==> src/rtl/lc3_fetch_pkg.sv <==
// Shared types for the LC-3 fetch stage: prefetch entry layout, fetch FSM states
// and the default reset PC.
package lc3_fetch_pkg;

  localparam int LC3_ADDR_W = 16;
  localparam int LC3_DATA_W = 16;
  localparam logic [LC3_ADDR_W-1:0] LC3_RESET_PC = 16'h3000;

  // One prefetched word paired with the PC of the following instruction.
  typedef struct packed {
    logic [LC3_DATA_W-1:0] instr;
    logic [LC3_ADDR_W-1:0] npc;
  } fetch_entry_t;

  typedef enum logic {
    RUN   = 1'b0,
    FLUSH = 1'b1
  } fetch_state_e;

endpackage

==> src/rtl/lc3_fetch_buffer_if.sv <==
// Bus bundle between the fetch stage, instruction memory, the controller and
// the decode consumer; also carries the fetch FSM state for observation.
interface lc3_fetch_buffer_if
  import lc3_fetch_pkg::*;
#(
  parameter int ADDR_W = LC3_ADDR_W,
  parameter int DATA_W = LC3_DATA_W,
  parameter int DEPTH  = 4
);
  // Handshake: the head entry transfers on any rising edge where instr_valid
  // and instr_ready are both high; instr_valid never depends on instr_ready,
  // and instr_out/npc_out are meaningful only while instr_valid is high.
  logic                    enable_fetch;
  logic                    enable_updatePC;
  logic                    br_taken;
  logic [ADDR_W-1:0]       taddr;
  logic                    imem_rd;
  logic [ADDR_W-1:0]       imem_addr;
  logic [DATA_W-1:0]       imem_dout;
  logic [DATA_W-1:0]       instr_out;
  logic [ADDR_W-1:0]       npc_out;
  logic                    instr_valid;
  logic                    instr_ready;
  logic [$clog2(DEPTH):0]  fill_level;
  fetch_state_e            state;

  modport master (
    input  enable_fetch, enable_updatePC, br_taken, taddr, imem_dout, instr_ready,
    output imem_rd, imem_addr, instr_out, npc_out, instr_valid, fill_level, state
  );

  modport slave (
    output enable_fetch, enable_updatePC, br_taken, taddr, imem_dout, instr_ready,
    input  imem_rd, imem_addr, instr_out, npc_out, instr_valid, fill_level, state
  );

endinterface

==> src/rtl/lc3_fetch_fifo.sv <==
// Synchronous FIFO of fetch entries; clear outranks push and pop.
module lc3_fetch_fifo
  import lc3_fetch_pkg::*;
#(
  parameter int DEPTH = 4,
  localparam int PW = $clog2(DEPTH),
  localparam int CW = PW + 1
) (
  input  logic         clk,
  input  logic         rst,
  input  logic         push,
  input  logic         pop,
  input  logic         clear,
  input  fetch_entry_t din,
  output fetch_entry_t dout,
  output logic         full,
  output logic         empty,
  output logic [CW-1:0] count
);

  fetch_entry_t    mem [DEPTH];
  logic [PW-1:0]   wr_ptr;
  logic [PW-1:0]   rd_ptr;
  logic            do_push;
  logic            do_pop;

  assign full    = (count == CW'(DEPTH));
  assign empty   = (count == '0);
  assign do_push = push && !full && !clear;
  assign do_pop  = pop && !empty && !clear;
  assign dout    = mem[rd_ptr];

  always_ff @(posedge clk) begin
    if (do_push && !rst) mem[wr_ptr] <= din;
  end

  // DEPTH is a power of two, so the pointers wrap on their own.
  always_ff @(posedge clk) begin
    if (rst || clear) begin
      wr_ptr <= '0;
      rd_ptr <= '0;
      count  <= '0;
    end else begin
      if (do_push) wr_ptr <= wr_ptr + PW'(1);
      if (do_pop)  rd_ptr <= rd_ptr + PW'(1);
      count <= count + CW'(do_push) - CW'(do_pop);
    end
  end

endmodule

==> src/rtl/lc3_fetch_buffer.sv <==
// LC-3 fetch stage: owns the PC, issues one-cycle-latency imem reads under a
// credit limit and queues {instr, npc} pairs for the controller.
module lc3_fetch_buffer
  import lc3_fetch_pkg::*;
#(
  parameter int ADDR_W = LC3_ADDR_W,
  parameter int DATA_W = LC3_DATA_W,
  parameter int DEPTH  = 4,
  parameter logic [ADDR_W-1:0] RESET_PC = LC3_RESET_PC
) (
  input  logic clock,
  input  logic reset,
  lc3_fetch_buffer_if.master bus
);

  localparam int CW = $clog2(DEPTH) + 1;

  fetch_state_e      state_q, state_d;
  logic [ADDR_W-1:0] pc_q;
  logic [ADDR_W-1:0] tag_q;
  logic              inflight_q;
  logic              issue;
  logic              push;
  logic              pop;
  logic              fifo_full;
  logic              fifo_empty;
  logic [CW-1:0]     count;
  logic [CW:0]       credit_used;
  logic [DATA_W-1:0] rd_data;
  fetch_entry_t      push_entry;
  fetch_entry_t      head;
  fetch_entry_t      last_q;

  assign rd_data          = bus.imem_dout;
  assign push_entry.instr = rd_data;
  assign push_entry.npc   = tag_q + ADDR_W'(1);
  // The in-flight read holds a slot, so a returning word always finds room.
  assign credit_used      = {1'b0, count} + (CW + 1)'(inflight_q);
  assign push             = inflight_q && !fifo_full;
  assign pop              = bus.instr_valid && bus.instr_ready;

  lc3_fetch_fifo #(.DEPTH(DEPTH)) u_fifo (
    .clk   (clock),
    .rst   (reset),
    .push  (push),
    .pop   (pop),
    .clear (bus.br_taken),
    .din   (push_entry),
    .dout  (head),
    .full  (fifo_full),
    .empty (fifo_empty),
    .count (count)
  );

  always_comb begin
    state_d = state_q;
    issue   = 1'b0;
    case (state_q)
      RUN: begin
        issue = !reset && !bus.br_taken && bus.enable_fetch && bus.enable_updatePC &&
                (credit_used < (CW + 1)'(DEPTH));
        if (bus.br_taken) state_d = FLUSH;
      end
      FLUSH: state_d = bus.br_taken ? FLUSH : RUN;
      default: state_d = RUN;
    endcase
  end

  always_ff @(posedge clock) begin
    if (reset) begin
      state_q    <= RUN;
      pc_q       <= RESET_PC;
      tag_q      <= '0;
      inflight_q <= 1'b0;
      last_q     <= '0;
    end else begin
      state_q <= state_d;
      if (!fifo_empty) last_q <= head;
      // A redirect drops the outstanding read: the FIFO clear discards its data.
      if (bus.br_taken) begin
        pc_q       <= bus.taddr;
        inflight_q <= 1'b0;
      end else if (issue) begin
        pc_q       <= pc_q + ADDR_W'(1);
        tag_q      <= pc_q;
        inflight_q <= 1'b1;
      end else begin
        inflight_q <= 1'b0;
      end
    end
  end

  assign bus.imem_rd     = issue;
  assign bus.imem_addr   = pc_q;
  assign bus.instr_valid = !fifo_empty;
  assign bus.instr_out   = fifo_empty ? last_q.instr : head.instr;
  assign bus.npc_out     = fifo_empty ? last_q.npc : head.npc;
  assign bus.fill_level  = count;
  assign bus.state       = state_q;

endmodule

==> src/flat_wrapper.sv <==
// flat-port wrapper written by rule: the top's interface ports become plain ports
module lc3_fetch_buffer_flat import lc3_fetch_pkg::*;
#(
  parameter int ADDR_W = LC3_ADDR_W,
  parameter int DATA_W = LC3_DATA_W,
  parameter int DEPTH  = 4,
  parameter logic [ADDR_W-1:0] RESET_PC = LC3_RESET_PC
)
  (clock, reset, bus_enable_fetch, bus_enable_updatePC, bus_br_taken, bus_taddr, bus_imem_dout, bus_instr_ready, bus_imem_rd, bus_imem_addr, bus_instr_out, bus_npc_out, bus_instr_valid, bus_fill_level, bus_state);
  lc3_fetch_buffer_if #(.ADDR_W(ADDR_W), .DATA_W(DATA_W), .DEPTH(DEPTH)) bus_i ();
  input  logic clock;
  input  logic reset;
  input wire logic [$bits(bus_i.enable_fetch)-1:0] bus_enable_fetch;
  input wire logic [$bits(bus_i.enable_updatePC)-1:0] bus_enable_updatePC;
  input wire logic [$bits(bus_i.br_taken)-1:0] bus_br_taken;
  input wire logic [$bits(bus_i.taddr)-1:0] bus_taddr;
  input wire logic [$bits(bus_i.imem_dout)-1:0] bus_imem_dout;
  input wire logic [$bits(bus_i.instr_ready)-1:0] bus_instr_ready;
  output wire logic [$bits(bus_i.imem_rd)-1:0] bus_imem_rd;
  output wire logic [$bits(bus_i.imem_addr)-1:0] bus_imem_addr;
  output wire logic [$bits(bus_i.instr_out)-1:0] bus_instr_out;
  output wire logic [$bits(bus_i.npc_out)-1:0] bus_npc_out;
  output wire logic [$bits(bus_i.instr_valid)-1:0] bus_instr_valid;
  output wire logic [$bits(bus_i.fill_level)-1:0] bus_fill_level;
  output wire logic [$bits(bus_i.state)-1:0] bus_state;
  assign bus_i.enable_fetch = bus_enable_fetch;
  assign bus_i.enable_updatePC = bus_enable_updatePC;
  assign bus_i.br_taken = bus_br_taken;
  assign bus_i.taddr = bus_taddr;
  assign bus_i.imem_dout = bus_imem_dout;
  assign bus_i.instr_ready = bus_instr_ready;
  assign bus_imem_rd = bus_i.imem_rd;
  assign bus_imem_addr = bus_i.imem_addr;
  assign bus_instr_out = bus_i.instr_out;
  assign bus_npc_out = bus_i.npc_out;
  assign bus_instr_valid = bus_i.instr_valid;
  assign bus_fill_level = bus_i.fill_level;
  assign bus_state = bus_i.state;
  lc3_fetch_buffer #(.ADDR_W(ADDR_W), .DATA_W(DATA_W), .DEPTH(DEPTH), .RESET_PC(RESET_PC)) u_core (.clock(clock), .reset(reset), .bus(bus_i));
endmodule
==> config.mk <==
export PLATFORM = sky130hd
export DESIGN_NAME = lc3_fetch_buffer_flat
export DESIGN_NICKNAME = d
export VERILOG_FILES = /design/src/rtl/lc3_fetch_pkg.sv /design/src/rtl/lc3_fetch_buffer_if.sv /design/src/rtl/lc3_fetch_fifo.sv /design/src/rtl/lc3_fetch_buffer.sv /design/src/flat_wrapper.sv
export SDC_FILE = /design/constraint.sdc
export NUM_CORES = 1
export LEC_CHECK = 0
export ABC_AREA = 1
export BUFFER_PORTS_ARGS = -buffer_cell sky130_fd_sc_hd__buf_4
export CAP_MARGIN = 15
export CORE_AREA = 3 3 118 148
export CTS_CLUSTER_DIAMETER = 80
export DETAILED_ROUTE_END_ITERATION = 8
export DIE_AREA = 0 0 121 151
export GPL_ROUTABILITY_DRIVEN = 1
export GPL_TIMING_DRIVEN = 0
export PLACE_DENSITY = 0.75
export SLEW_MARGIN = 20
export SYNTH_ARGS = -nofsm -noshare
export SYNTH_HDL_FRONTEND = slang
export SYNTH_SLANG_ARGS = --single-unit
==> constraint.sdc <==
create_clock -name clock -period 2.5 [get_ports clock]
set_input_delay 0.125 -clock clock [delete_from_list [all_inputs] [get_ports clock]]
set_output_delay 0.125 -clock clock [all_outputs]
set_load 0.005 [all_outputs]
==> flow_summary.yaml <==
status:
  status: "finished clean"
worst_setup_path:
  critPathRequiredTime_ns: 2.38
  max_stage_delay_ns: 0.41
  start_kind: "register"
  critical_path_arrival_ns: 2.20
  crit_chain: "buf_2 > clkbuf_1 > o21ai_0 > o21ai_1 > nand2_1 > nand2_1 > buf_4"
  worst-path-max-fanout: 10
  crit_path_top_delay_cell: "clkbuf_1"
  worst_path_most_repeated_cell: "nand2_1"
  path_class: "register to output pin"
  end_kind: "output pin"
placed_design:
  dpl_worst_slack_ns: -0.04815
  place.gp.congestion: 0.8570
  place_hpwl_um: 12970
  portBuffers: 90
clocking:
  cts_sinks: 203
  clk_pin_slew_worst_paths_ns: 0.06
  cts_tree: "yes"
  htreeDepth: 1
  clock_path_buffers: 3
  clkLatencyLatePin_ns: 0.49
  clockRootBuffer: "clkbuf_16"
  cts_buffers: 20
cells_and_area:
  n_antenna_cell: 0
  regArea_sq_um: 5345
  multi_input_area_sq_um: 2786
  final_util: 0.6525
  drive_gt1_frac: 0.1585
  fin_nets: 1081
  area_growth_pct: 24.36
  fill_cells: 1261
logic_synthesis:
  syn_avg_cell_area_sq_um: 9.671
  synth_area_sq_um: 8501
  syn_nets: 927
  synth_seq_cells: 203
  ys_types: 32
  yosysWarnings: 0
  seq_area_frac_synth: 0.6288
  synth_cells: 879
power:
  p_clk_frac: 0.418
  comb_power_share: 0.047
  p_sw_mw: 1.454
  swShare: 0.2148
  intPower_mw: 5.315
  ir_drop_uv: 398.3
  leakage_nw: 4.238
  seqPwrFrac: 0.534
  power.density_nw_per_um2: 640.3
global_route:
  grt-ovfl-total: 0
  grt_pass1_vias: 6330
  grt_max_degree: 23
  grt_util_all_layers: 0.2126
  antenna_found_initial: 0
  grt_pass1_wl_um: 30790
route:
  first_iter_violations: 379
  drc: 0
  vias: 6573
  wirelength_um: 19400
  postRouteAntennaNets: 0
  routedWlPerCell_um: 15.36
  via_per_inst: 5.204
  first_pass_iters: 5
timing:
  holdWs_ns: 0.04385
  setup_violations: 0
  rsz0062_at_grt: "no"
  fin_crit_sh: 0.9316
  period_minus_slack_ns: 2.329
  worst_slack_ns: 0.1711
  clock_skew_ns: 0.01669
  worst_pin_slew_ns: 0.8259
  max-slew-margin-rel: 0.4494
  max_freq_mhz: 429.4
  slew_violations: 0
  finalHoldViolCount: 0
floorplanning:
  start_util: 0.5247
  pin_count: 92
  die_area_sq_um: 18270
  core_area_sq_um: 16200
  die_y_um: 151
  rows: 52
  die_w_um: 121
worst_hold_path:
  hold_class: "input pin to register"
flow_run:
  cap_violations: 0
-- critical path: cells and delay by family, from the launching register on --
kind | cells | cell delay [ns]
flip-flops | 1 | 0.30
AO/OA/AOI/OAI | 2 | 0.45
buffers and inverters | 3 | 0.78
AND/OR/NAND/NOR | 2 | 0.17
-- through the flow --
stage / instance area [sq um] / cells / total power, mW / setup TNS, ns
after global routing: 10570 / 1263 / 6.980 / 0
final: 10570 / 1263 / 6.769 / 0
after CTS: 10570 / 1263 / 6.793 / 0
after floorplan: 8501 / 879 / 3.817 / -23.04
after global placement: 9447 / 1185 / 3.954 / -158.36
after detailed placement: 9579 / 1189 / 3.961 / -0.04815
-- cell usage after synthesis (all sizes together) --
cell	instances	share of area
a211oi	1	0.00088
nand4	8	0.0059
nor3	5	0.0043
o21ai	118	0.069
buf	20	0.016
a21oi	55	0.034
inv	47	0.021
edfxtp	128	0.45
ha	9	0.013
dfxtp	75	0.18
nand2	181	0.081
nor4	1	0.00074
xor2	13	0.013
o21bai	2	0.0018
xnor2	6	0.0062
nand3	34	0.020
nor2	153	0.071
clkbuf	22	0.0099
fa	1	0.0024
-- state kept, by name, summed over array words and instances, names as in the netlist, named ones only --
signal / cells
u_core.bus.imem_addr: 16
u_core.bus.state: 1
u_core.inflight_q: 1
u_core.last_q: 32
u_core.tag_q: 16
u_core.u_fifo.count: 3
u_core.u_fifo.mem: 128
u_core.u_fifo.rd_ptr: 2
u_core.u_fifo.wr_ptr: 2
-- worst paths after layout --
path                           start                 endpoint  slack [ns]  depth (start not counted)
max                         register          bus_npc_out[15]        0.17                          7
min                     bus_taddr[2]  u_core.bus.imem_addr[2]        0.04                          5
max reg2reg   u_core.u_fifo.count[1]  u_core.u_fifo.mem[3][8]        0.24                          7
min reg2reg  u_core.u_fifo.rd_ptr[1]  u_core.u_fifo.rd_ptr[1]        0.47                          2
-- final cells by class --
class                           instances  area share
Buffer                                 42     0.02095
Clock buffer                           25     0.05208
Clock inverter                         11    0.006391
Inverter                               47     0.01693
Multi-Input combinational cell        587      0.2636
Sequential cell                       203      0.5056
Tap cell                              216     0.02557
Timing Repair Buffer                  132      0.1089
-- power groups by stage --
| stage | registers, mW | clock network (mW) | logic, mW |
|---|---|---|---|
| after floorplan | 3.68 | 0 | 0.135 |
| after global placement | 3.69 | 0 | 0.265 |
| after detailed placement | 3.69 | 0 | 0.272 |
| after CTS | 3.62 | 2.86 | 0.319 |
| after global routing | 3.62 | 3.01 | 0.354 |
| final | 3.62 | 2.83 | 0.320 |
-- metal layers --
layer / vias up / share of wire / wire (um) / track usage
li1: 3262 / - / - / -
met1: 3060 / 0.40 / 7713 / 0.2516
met2: 210 / 0.51 / 9971 / 0.3914
met3: 41 / 0.063 / 1215 / 0.03399
met4: 0 / 0.026 / 497 / 0.07313
met5: - / 0 / 0 / 0
-- placed cells by master (no fill, tap or decap), drive strengths merged --
| cell type | netlist | layout |
|---|---|---|
| a211oi | 1 | 1 |
| fa | 1 | 1 |
| edfxtp | 128 | 128 |
| xnor2 | 6 | 6 |
| dfxtp | 75 | 75 |
| clkbuf | 22 | 48 |
| ha | 9 | 9 |
| nand3 | 34 | 34 |
| clkinvlp | 0 | 3 |
| o21ai | 118 | 118 |
| nor3 | 5 | 5 |
| nor4 | 1 | 1 |
| a21oi | 55 | 55 |
| nor2 | 153 | 153 |
| xor2 | 13 | 13 |
| dlygate4sd3 | 0 | 35 |
| nand2 | 181 | 181 |
| inv | 47 | 49 |
| clkinv | 0 | 6 |
| o21bai | 2 | 2 |
| buf | 20 | 116 |
| nand4 | 8 | 8 |
-- kinds of logic (layout without fill, tap and decap cells) --
group	Yosys count	in the layout	share of synthesized area
fa+ha+maj	10	10	0.01560
simple gates	382	382	0.1828
flops	203	203	0.6288
buf+inv	89	257	0.04695
compound gates	176	176	0.1063
xor+xnor	19	19	0.01958
-- what timing repair did --
| action | 4_1_cts | 5_1_grt |
|---|---|---|
| setup endpoints to repair | 1 | 10 |
| setup buffers | 3 | 0 |
| cloned | 0 | 0 |
| hold endpoints to repair | 89 | 0 |
| pin swaps | 1 | 0 |
| hold buffers | 35 | 0 |
| gates resized for setup | 0 | 1 |
Note: power is estimated with default switching activity, not from simulation.
